[config.mk]
export PLATFORM = sky130hd
export DESIGN_NAME = axis_frame_length_limit
export DESIGN_NICKNAME = d
export VERILOG_FILES = /design/src/rtl/axis_frame_length_limit.sv
export SDC_FILE = /design/constraint.sdc
export NUM_CORES = 1
export LEC_CHECK = 0
export CAP_MARGIN = 0
export CORE_AREA = 2 2 121 123
export DETAILED_ROUTE_END_ITERATION = 6
export DIE_AREA = 0 0 123 125
export GPL_ROUTABILITY_DRIVEN = 0
export PLACE_DENSITY = 0.6
export SYNTH_ARGS = -nofsm -noshare
export SYNTH_HDL_FRONTEND = slang
export SYNTH_SLANG_ARGS = --single-unit
[constraint.sdc]
create_clock -name clk -period 5.9 [get_ports clk]
set_input_delay 1.18 -clock clk [delete_from_list [all_inputs] [get_ports clk]]
set_output_delay 1.18 -clock clk [all_outputs]
set_load 0.01 [all_outputs]
[src/rtl/axis_frame_length_limit.sv]
// axis_frame_length_limit
//
// AXI-stream frame conditioner with a single output register stage. Frames shorter than the
// minimum are padded with zero beats. Frames longer than the maximum are cut at the maximum,
// flagged on tuser, and the rest of the input frame is discarded. Each completed output frame
// produces a one-cycle status pulse that carries the final length and the path taken.
//
// Ports:
//   clk, rst                    clock and synchronous active-high reset
//   input_axis_*                input stream (tdata/tvalid/tready/tlast/tuser)
//   output_axis_*               output stream (tdata/tvalid/tready/tlast/tuser)
//   length_min                  minimum output beats (0 or 1 disables padding)
//   length_max                  maximum output beats (0 disables truncation)
//   status_valid                one-cycle pulse per completed output frame
//   status_padded/_truncated    path taken by the reported frame
//   status_length               reported frame length in beats

module axis_frame_length_limit #(
    parameter int unsigned DATA_WIDTH = 8,
    parameter int unsigned LEN_WIDTH  = 16
) (
    input  logic                  clk,
    input  logic                  rst,

    input  logic [DATA_WIDTH-1:0] input_axis_tdata,
    input  logic                  input_axis_tvalid,
    output logic                  input_axis_tready,
    input  logic                  input_axis_tlast,
    input  logic                  input_axis_tuser,

    output logic [DATA_WIDTH-1:0] output_axis_tdata,
    output logic                  output_axis_tvalid,
    input  logic                  output_axis_tready,
    output logic                  output_axis_tlast,
    output logic                  output_axis_tuser,

    input  logic [LEN_WIDTH-1:0]  length_min,
    input  logic [LEN_WIDTH-1:0]  length_max,

    output logic                  status_valid,
    output logic                  status_padded,
    output logic                  status_truncated,
    output logic [LEN_WIDTH-1:0]  status_length
);

    typedef enum logic [1:0] {StTransfer, StPad, StTruncate} state_e;

    state_e                state_q, state_d;
    logic [LEN_WIDTH-1:0]  cnt_q, cnt_d;
    logic [LEN_WIDTH-1:0]  min_q, min_d;
    logic [LEN_WIDTH-1:0]  max_q, max_d;
    logic                  pad_user_q, pad_user_d;

    logic [DATA_WIDTH-1:0] out_data_q, out_data_d;
    logic                  out_valid_q, out_valid_d;
    logic                  out_last_q, out_last_d;
    logic                  out_user_q, out_user_d;

    logic                  st_valid_q, st_valid_d;
    logic                  st_padded_q, st_padded_d;
    logic                  st_trunc_q, st_trunc_d;
    logic [LEN_WIDTH-1:0]  st_len_q, st_len_d;

    logic                  slot_free;
    logic                  first_beat;
    logic                  in_ready;
    logic [LEN_WIDTH-1:0]  eff_min, eff_max, pad_tgt, cnt_inc;

    always_comb begin
        slot_free  = !out_valid_q || output_axis_tready;
        // Counter is zero only between frames, so the first beat uses the live limit inputs.
        first_beat = (state_q == StTransfer) && (cnt_q == '0);
        eff_min    = first_beat ? length_min : min_q;
        eff_max    = first_beat ? length_max : max_q;
        pad_tgt    = ((eff_max != '0) && (eff_min > eff_max)) ? eff_max : eff_min;
        cnt_inc    = (&cnt_q) ? cnt_q : cnt_q + LEN_WIDTH'(1);

        state_d     = state_q;
        cnt_d       = cnt_q;
        min_d       = min_q;
        max_d       = max_q;
        pad_user_d  = pad_user_q;
        out_data_d  = out_data_q;
        out_valid_d = out_valid_q && !output_axis_tready;
        out_last_d  = out_last_q;
        out_user_d  = out_user_q;
        st_valid_d  = 1'b0;
        st_padded_d = st_padded_q;
        st_trunc_d  = st_trunc_q;
        st_len_d    = st_len_q;
        in_ready    = 1'b0;

        unique case (state_q)
            StTransfer: begin
                in_ready = slot_free;
                if (input_axis_tvalid && slot_free) begin
                    out_valid_d = 1'b1;
                    out_data_d  = input_axis_tdata;
                    out_last_d  = 1'b0;
                    out_user_d  = 1'b0;
                    cnt_d       = cnt_inc;
                    if (first_beat) begin
                        min_d = length_min;
                        max_d = length_max;
                    end
                    if (input_axis_tlast) begin
                        if (cnt_inc >= pad_tgt) begin
                            out_last_d  = 1'b1;
                            out_user_d  = input_axis_tuser;
                            cnt_d       = '0;
                            st_valid_d  = 1'b1;
                            st_padded_d = 1'b0;
                            st_trunc_d  = 1'b0;
                            st_len_d    = cnt_inc;
                        end else begin
                            pad_user_d = input_axis_tuser;
                            state_d    = StPad;
                        end
                    end else if ((eff_max != '0) && (cnt_inc == eff_max)) begin
                        out_last_d  = 1'b1;
                        out_user_d  = 1'b1;
                        cnt_d       = '0;
                        st_valid_d  = 1'b1;
                        st_padded_d = 1'b0;
                        st_trunc_d  = 1'b1;
                        st_len_d    = cnt_inc;
                        state_d     = StTruncate;
                    end
                end
            end
            StPad: begin
                if (slot_free) begin
                    out_valid_d = 1'b1;
                    out_data_d  = '0;
                    out_last_d  = 1'b0;
                    out_user_d  = 1'b0;
                    cnt_d       = cnt_inc;
                    if (cnt_inc >= pad_tgt) begin
                        out_last_d  = 1'b1;
                        out_user_d  = pad_user_q;
                        cnt_d       = '0;
                        st_valid_d  = 1'b1;
                        st_padded_d = 1'b1;
                        st_trunc_d  = 1'b0;
                        st_len_d    = cnt_inc;
                        state_d     = StTransfer;
                    end
                end
            end
            StTruncate: begin
                // Drain the remainder of the oversized frame without producing output.
                in_ready = 1'b1;
                if (input_axis_tvalid && input_axis_tlast) begin
                    state_d = StTransfer;
                end
            end
            default: state_d = StTransfer;
        endcase
    end

    always_ff @(posedge clk) begin
        if (rst) begin
            state_q     <= StTransfer;
            cnt_q       <= '0;
            min_q       <= '0;
            max_q       <= '0;
            pad_user_q  <= 1'b0;
            out_data_q  <= '0;
            out_valid_q <= 1'b0;
            out_last_q  <= 1'b0;
            out_user_q  <= 1'b0;
            st_valid_q  <= 1'b0;
            st_padded_q <= 1'b0;
            st_trunc_q  <= 1'b0;
            st_len_q    <= '0;
        end else begin
            state_q     <= state_d;
            cnt_q       <= cnt_d;
            min_q       <= min_d;
            max_q       <= max_d;
            pad_user_q  <= pad_user_d;
            out_data_q  <= out_data_d;
            out_valid_q <= out_valid_d;
            out_last_q  <= out_last_d;
            out_user_q  <= out_user_d;
            st_valid_q  <= st_valid_d;
            st_padded_q <= st_padded_d;
            st_trunc_q  <= st_trunc_d;
            st_len_q    <= st_len_d;
        end
    end

    assign input_axis_tready  = in_ready && !rst;
    assign output_axis_tdata  = out_data_q;
    assign output_axis_tvalid = out_valid_q;
    assign output_axis_tlast  = out_last_q;
    assign output_axis_tuser  = out_user_q;
    assign status_valid       = st_valid_q;
    assign status_padded      = st_padded_q;
    assign status_truncated   = st_trunc_q;
    assign status_length      = st_len_q;

endmodule

==> impl_metrics.env, run 1 <==
export IMPL_status="complete, but fails checks"
export IMPL_violations="DRC"
export IMPL_required_ns=6.16
export IMPL_hold_viol=0
export IMPL_grt_start_max_net_pins=74
export IMPL_wl_um=17400
export IMPL_worstRegToRegCells=27
export IMPL_grt_total_usage_pct=22.7
export IMPL_grt_pass1_vias=5429
export IMPL_place_inst=955
export IMPL_peakVddDrop_uv=174
export IMPL_hold_buffers=0
export IMPL_drv_slew=0
export IMPL_fp_coreArea_um2=14200
export IMPL_period_share_pct=95.1
export IMPL_worst_hold_slack_ns=0.468
export IMPL_drt_iter0_markers=442
export IMPL_drt_pass1_iterations=7
export IMPL_hp_class="flip-flop to flip-flop"
export IMPL_cts_reportedPaths_clkPinSlew_ns=0.07
export IMPL_io_buffers=76
export IMPL_syn_cell_area_um2=5510
export IMPL_relSlewSlack_pct=32.2
export IMPL_cpMaxStageDelayCell="dfxtp_1"
export IMPL_io_pins=77
export IMPL_cp_end_kind="flip-flop"
export IMPL_synth_edf_count=0
export IMPL_ant_nets=0
export IMPL_yosys_top_cells_count="dfxtp_1 (81), nor2_1 (59), a21oi_1 (41)"
export IMPL_antenna_found_initial=0
export IMPL_critPathArrivalTime_ns=5.87
export IMPL_crit_reg2reg_launch="cnt_q[12]$_SDFFE_PP0P_"
export IMPL_startpoint="cnt_q[12]$_SDFFE_PP0P_"
export IMPL_cts_tree="built"
export IMPL_final_core_util_pct=50.8
export IMPL_area_growth_pct=30.9
export IMPL_p_leak_uw=0.00298
export IMPL_power_density_nw_per_um2=260
export IMPL_dp_hpwl_um=13000
export IMPL_syn_nets=748
export IMPL_yosysTopAreaCell="dfxtp_1"
export IMPL_clk_root_buffer_cell="clkbuf_16"
export IMPL_design_die_area_um2=15400
export IMPL_clkLatencyLatePin_ns=0.36
export IMPL_synth_main_ff_cell="dfxtp_1"
export IMPL_cts_buffer_depth=2
export IMPL_regToRegEndpoint="status_length[1]$_SDFFE_PP0P_"
export IMPL_ys_async_sr_fraction_pct=0
export IMPL_h_tree_depth=3
export IMPL_slowest_delay_ns=0.38
export IMPL_fin_skew_ns=0.0105
export IMPL_grt_overflow_total=0
export IMPL_ys_seq_area_share_pct=29.4
export IMPL_r2r_slack_ns=0.29
export IMPL_synth_most_common_cell="dfxtp_1"
export IMPL_fp_dieH_um=125
export IMPL_avgSynthCellArea_um2=8.22
export IMPL_worst_pin_slew_ns=1.01
export IMPL_synth_warnings=0
export IMPL_synth_area_leaders="dfxtp_1 (29%), ha_1 (7.3%), a211oi_1 (4.9%)"
export IMPL_fin_nets=862
export IMPL_crit_fanout=15
export IMPL_critPathLaunchType="flip-flop"
export IMPL_antennaDiodeCount=0
export IMPL_setup_viol=0
export IMPL_grt_pass1_wl_um=27600
export IMPL_crit_type="flip-flop to flip-flop"
export IMPL_drive_above_1_share_pct=18.6
export IMPL_syn_instance_count=670
export IMPL_cts_sinks=81
export IMPL_max_freq_mhz=178
export IMPL_rows=44
export IMPL_vias_per_cell=5.72
export IMPL_finalCriticalPeriod_ns=5.61
export IMPL_fin_cells=973
export IMPL_synth_top_area_share_pct=29.4
export IMPL_start_util_pct=38.8
export IMPL_vias=5562
export IMPL_crit_path_end="status_length[1]$_SDFFE_PP0P_"
export IMPL_cap_violations=0
export IMPL_numCtsBuffers=9
export IMPL_wire_per_inst_um=17.9
export IMPL_ys_seq_elements=81
export IMPL_yosysUniqueCellTypes=66
export IMPL_die_x_um=123
export IMPL_drc=7
==> metrics by stage <==
| stage | power, uW | TNS (ns) | worst slack (ns) | area, um^2 |
|---|---|---|---|---|
| 6_report | 1880 | 0 | 0.287 | 7210 |
| 5_1_grt | 1970 | -0.0107 | -0.0107 | 7210 |
| 4_1_cts | 1860 | 0 | 0.00884 | 7080 |
| 3_5_place_dp | 1260 | -0.0286 | -0.0174 | 6760 |
| 3_3_place_gp | 1250 | 0 | 0.0974 | 6760 |
| 2_1_floorplan | 1020 | 0 | 0.0535 | 5510 |
==> cells in the final DEF, fill, tap and decap left out, drive strengths merged, types with 5 or more instances in the layout <==
cell type,synthesis,layout
or3,6,6
inv,37,39
nor3,14,14
xor2,9,9
a211oi,40,40
clkdlybuf4s50,0,75
o22ai,5,5
nor2b,5,5
mux2,18,18
a22oi,11,11
a21o,12,12
clkbuf,20,11
mux2i,23,23
buf,18,65
ha,32,32
nand4,12,12
and4,8,8
and2,17,17
and3,10,10
nor2,60,60
o211ai,7,7
nand2,40,40
dfxtp,81,81
nor4,21,21
o21ai,43,43
nand3,32,32
a21oi,47,47
==> cells by family (layout without fill, tap and decap cells) <==
family                   Yosys count  after routing  share of synthesized area (%)
XOR/XNOR                          12             12                           1.91
multiplexers                      41             41                           7.93
flip-flops                        81             81                           29.4
adder cells (fa/ha/maj)           36             36                           7.99
buffers and inverters             75            194                           6.84
AO/OA/AOI/OAI                    186            186                           22.7
AND/OR/NAND/NOR                  239            239                           23.2
==> worst max-delay path: cells and delay by family, from the launching register on <==
family	cells	cell delay [ns]
compound gates	7	1.03
fa+ha+maj	2	0.61
buf+inv	7	1.17
flops	1	0.38
mux	2	0.61
simple gates	9	1.71
==> metal layers <==
| metal | part of all wire [%] | up-vias | global-route usage [%] |
|---|---|---|---|
| met5 | 0 | - | 0 |
| met4 | 2.8 | 0 | 8.09 |
| met3 | 5.6 | 38 | 4.38 |
| met2 | 45 | 183 | 35.7 |
| met1 | 46 | 2642 | 30.9 |
| li1 | - | 2699 | - |
==> report_power, final <==
| group | internal (uW) | leakage [uW] | switching [uW] | total (uW) |
|---|---|---|---|---|
| registers | 582 | 0.000663 | 27.2 | 609 |
| logic | 328 | 0.00217 | 345 | 673 |
| clock network | 345 | 0.000151 | 250 | 595 |
==> sequential cells by signal, summed over array words and instances, names as in the netlist <==
name,count
cnt_q,16
max_q,16
min_q,16
output_axis_tdata,8
output_axis_tlast,1
output_axis_tuser,1
output_axis_tvalid,1
pad_user_q,1
state_q,2
status_length,16
status_padded,1
status_truncated,1
status_valid,1
==> cell type report <==
type | instances | area [um^2]
tap | 184 | 230
multi-input combinational | 514 | 3610
timing repair buffer | 141 | 1290
clock buffer | 10 | 239
fill | 1358 | 6990
clock inverter | 6 | 75.1
inverter | 37 | 139
sequential | 81 | 1620
==> what timing repair did <==
item	4_1_cts	5_1_grt
gates resized for setup	1	23
buffers inserted	0	1
cloned	0	1
setup endpoints to repair	1	39
pin swaps	0	4
==> worst min path at each step <==
| stage | from | endpoint | slack (ns) | cells after the start |
|---|---|---|---|---|
| after global placement | output_axis_tlast$_SDFFE_PP0P_ | output_axis_tlast$_SDFFE_PP0P_ | 0.46 | 2 |
| after CTS | output_axis_tlast$_SDFFE_PP0P_ | output_axis_tlast$_SDFFE_PP0P_ | 0.47 | 2 |
| after detailed placement | output_axis_tlast$_SDFFE_PP0P_ | output_axis_tlast$_SDFFE_PP0P_ | 0.46 | 2 |
| after floorplan | min_q[1]$_SDFFE_PP0P_ | min_q[1]$_SDFFE_PP0P_ | 0.46 | 2 |
| after global routing | output_axis_tlast$_SDFFE_PP0P_ | output_axis_tlast$_SDFFE_PP0P_ | 0.51 | 2 |
| final | output_axis_tlast$_SDFFE_PP0P_ | output_axis_tlast$_SDFFE_PP0P_ | 0.47 | 2 |
(Power assumes the default switching activity.)
==> inputs of run 2 (changes only) <==
- CAP_MARGIN: 0 -> 30
==> results of run 2 <==
No change in the layout: final DEF, timing and power equal those of run 1.
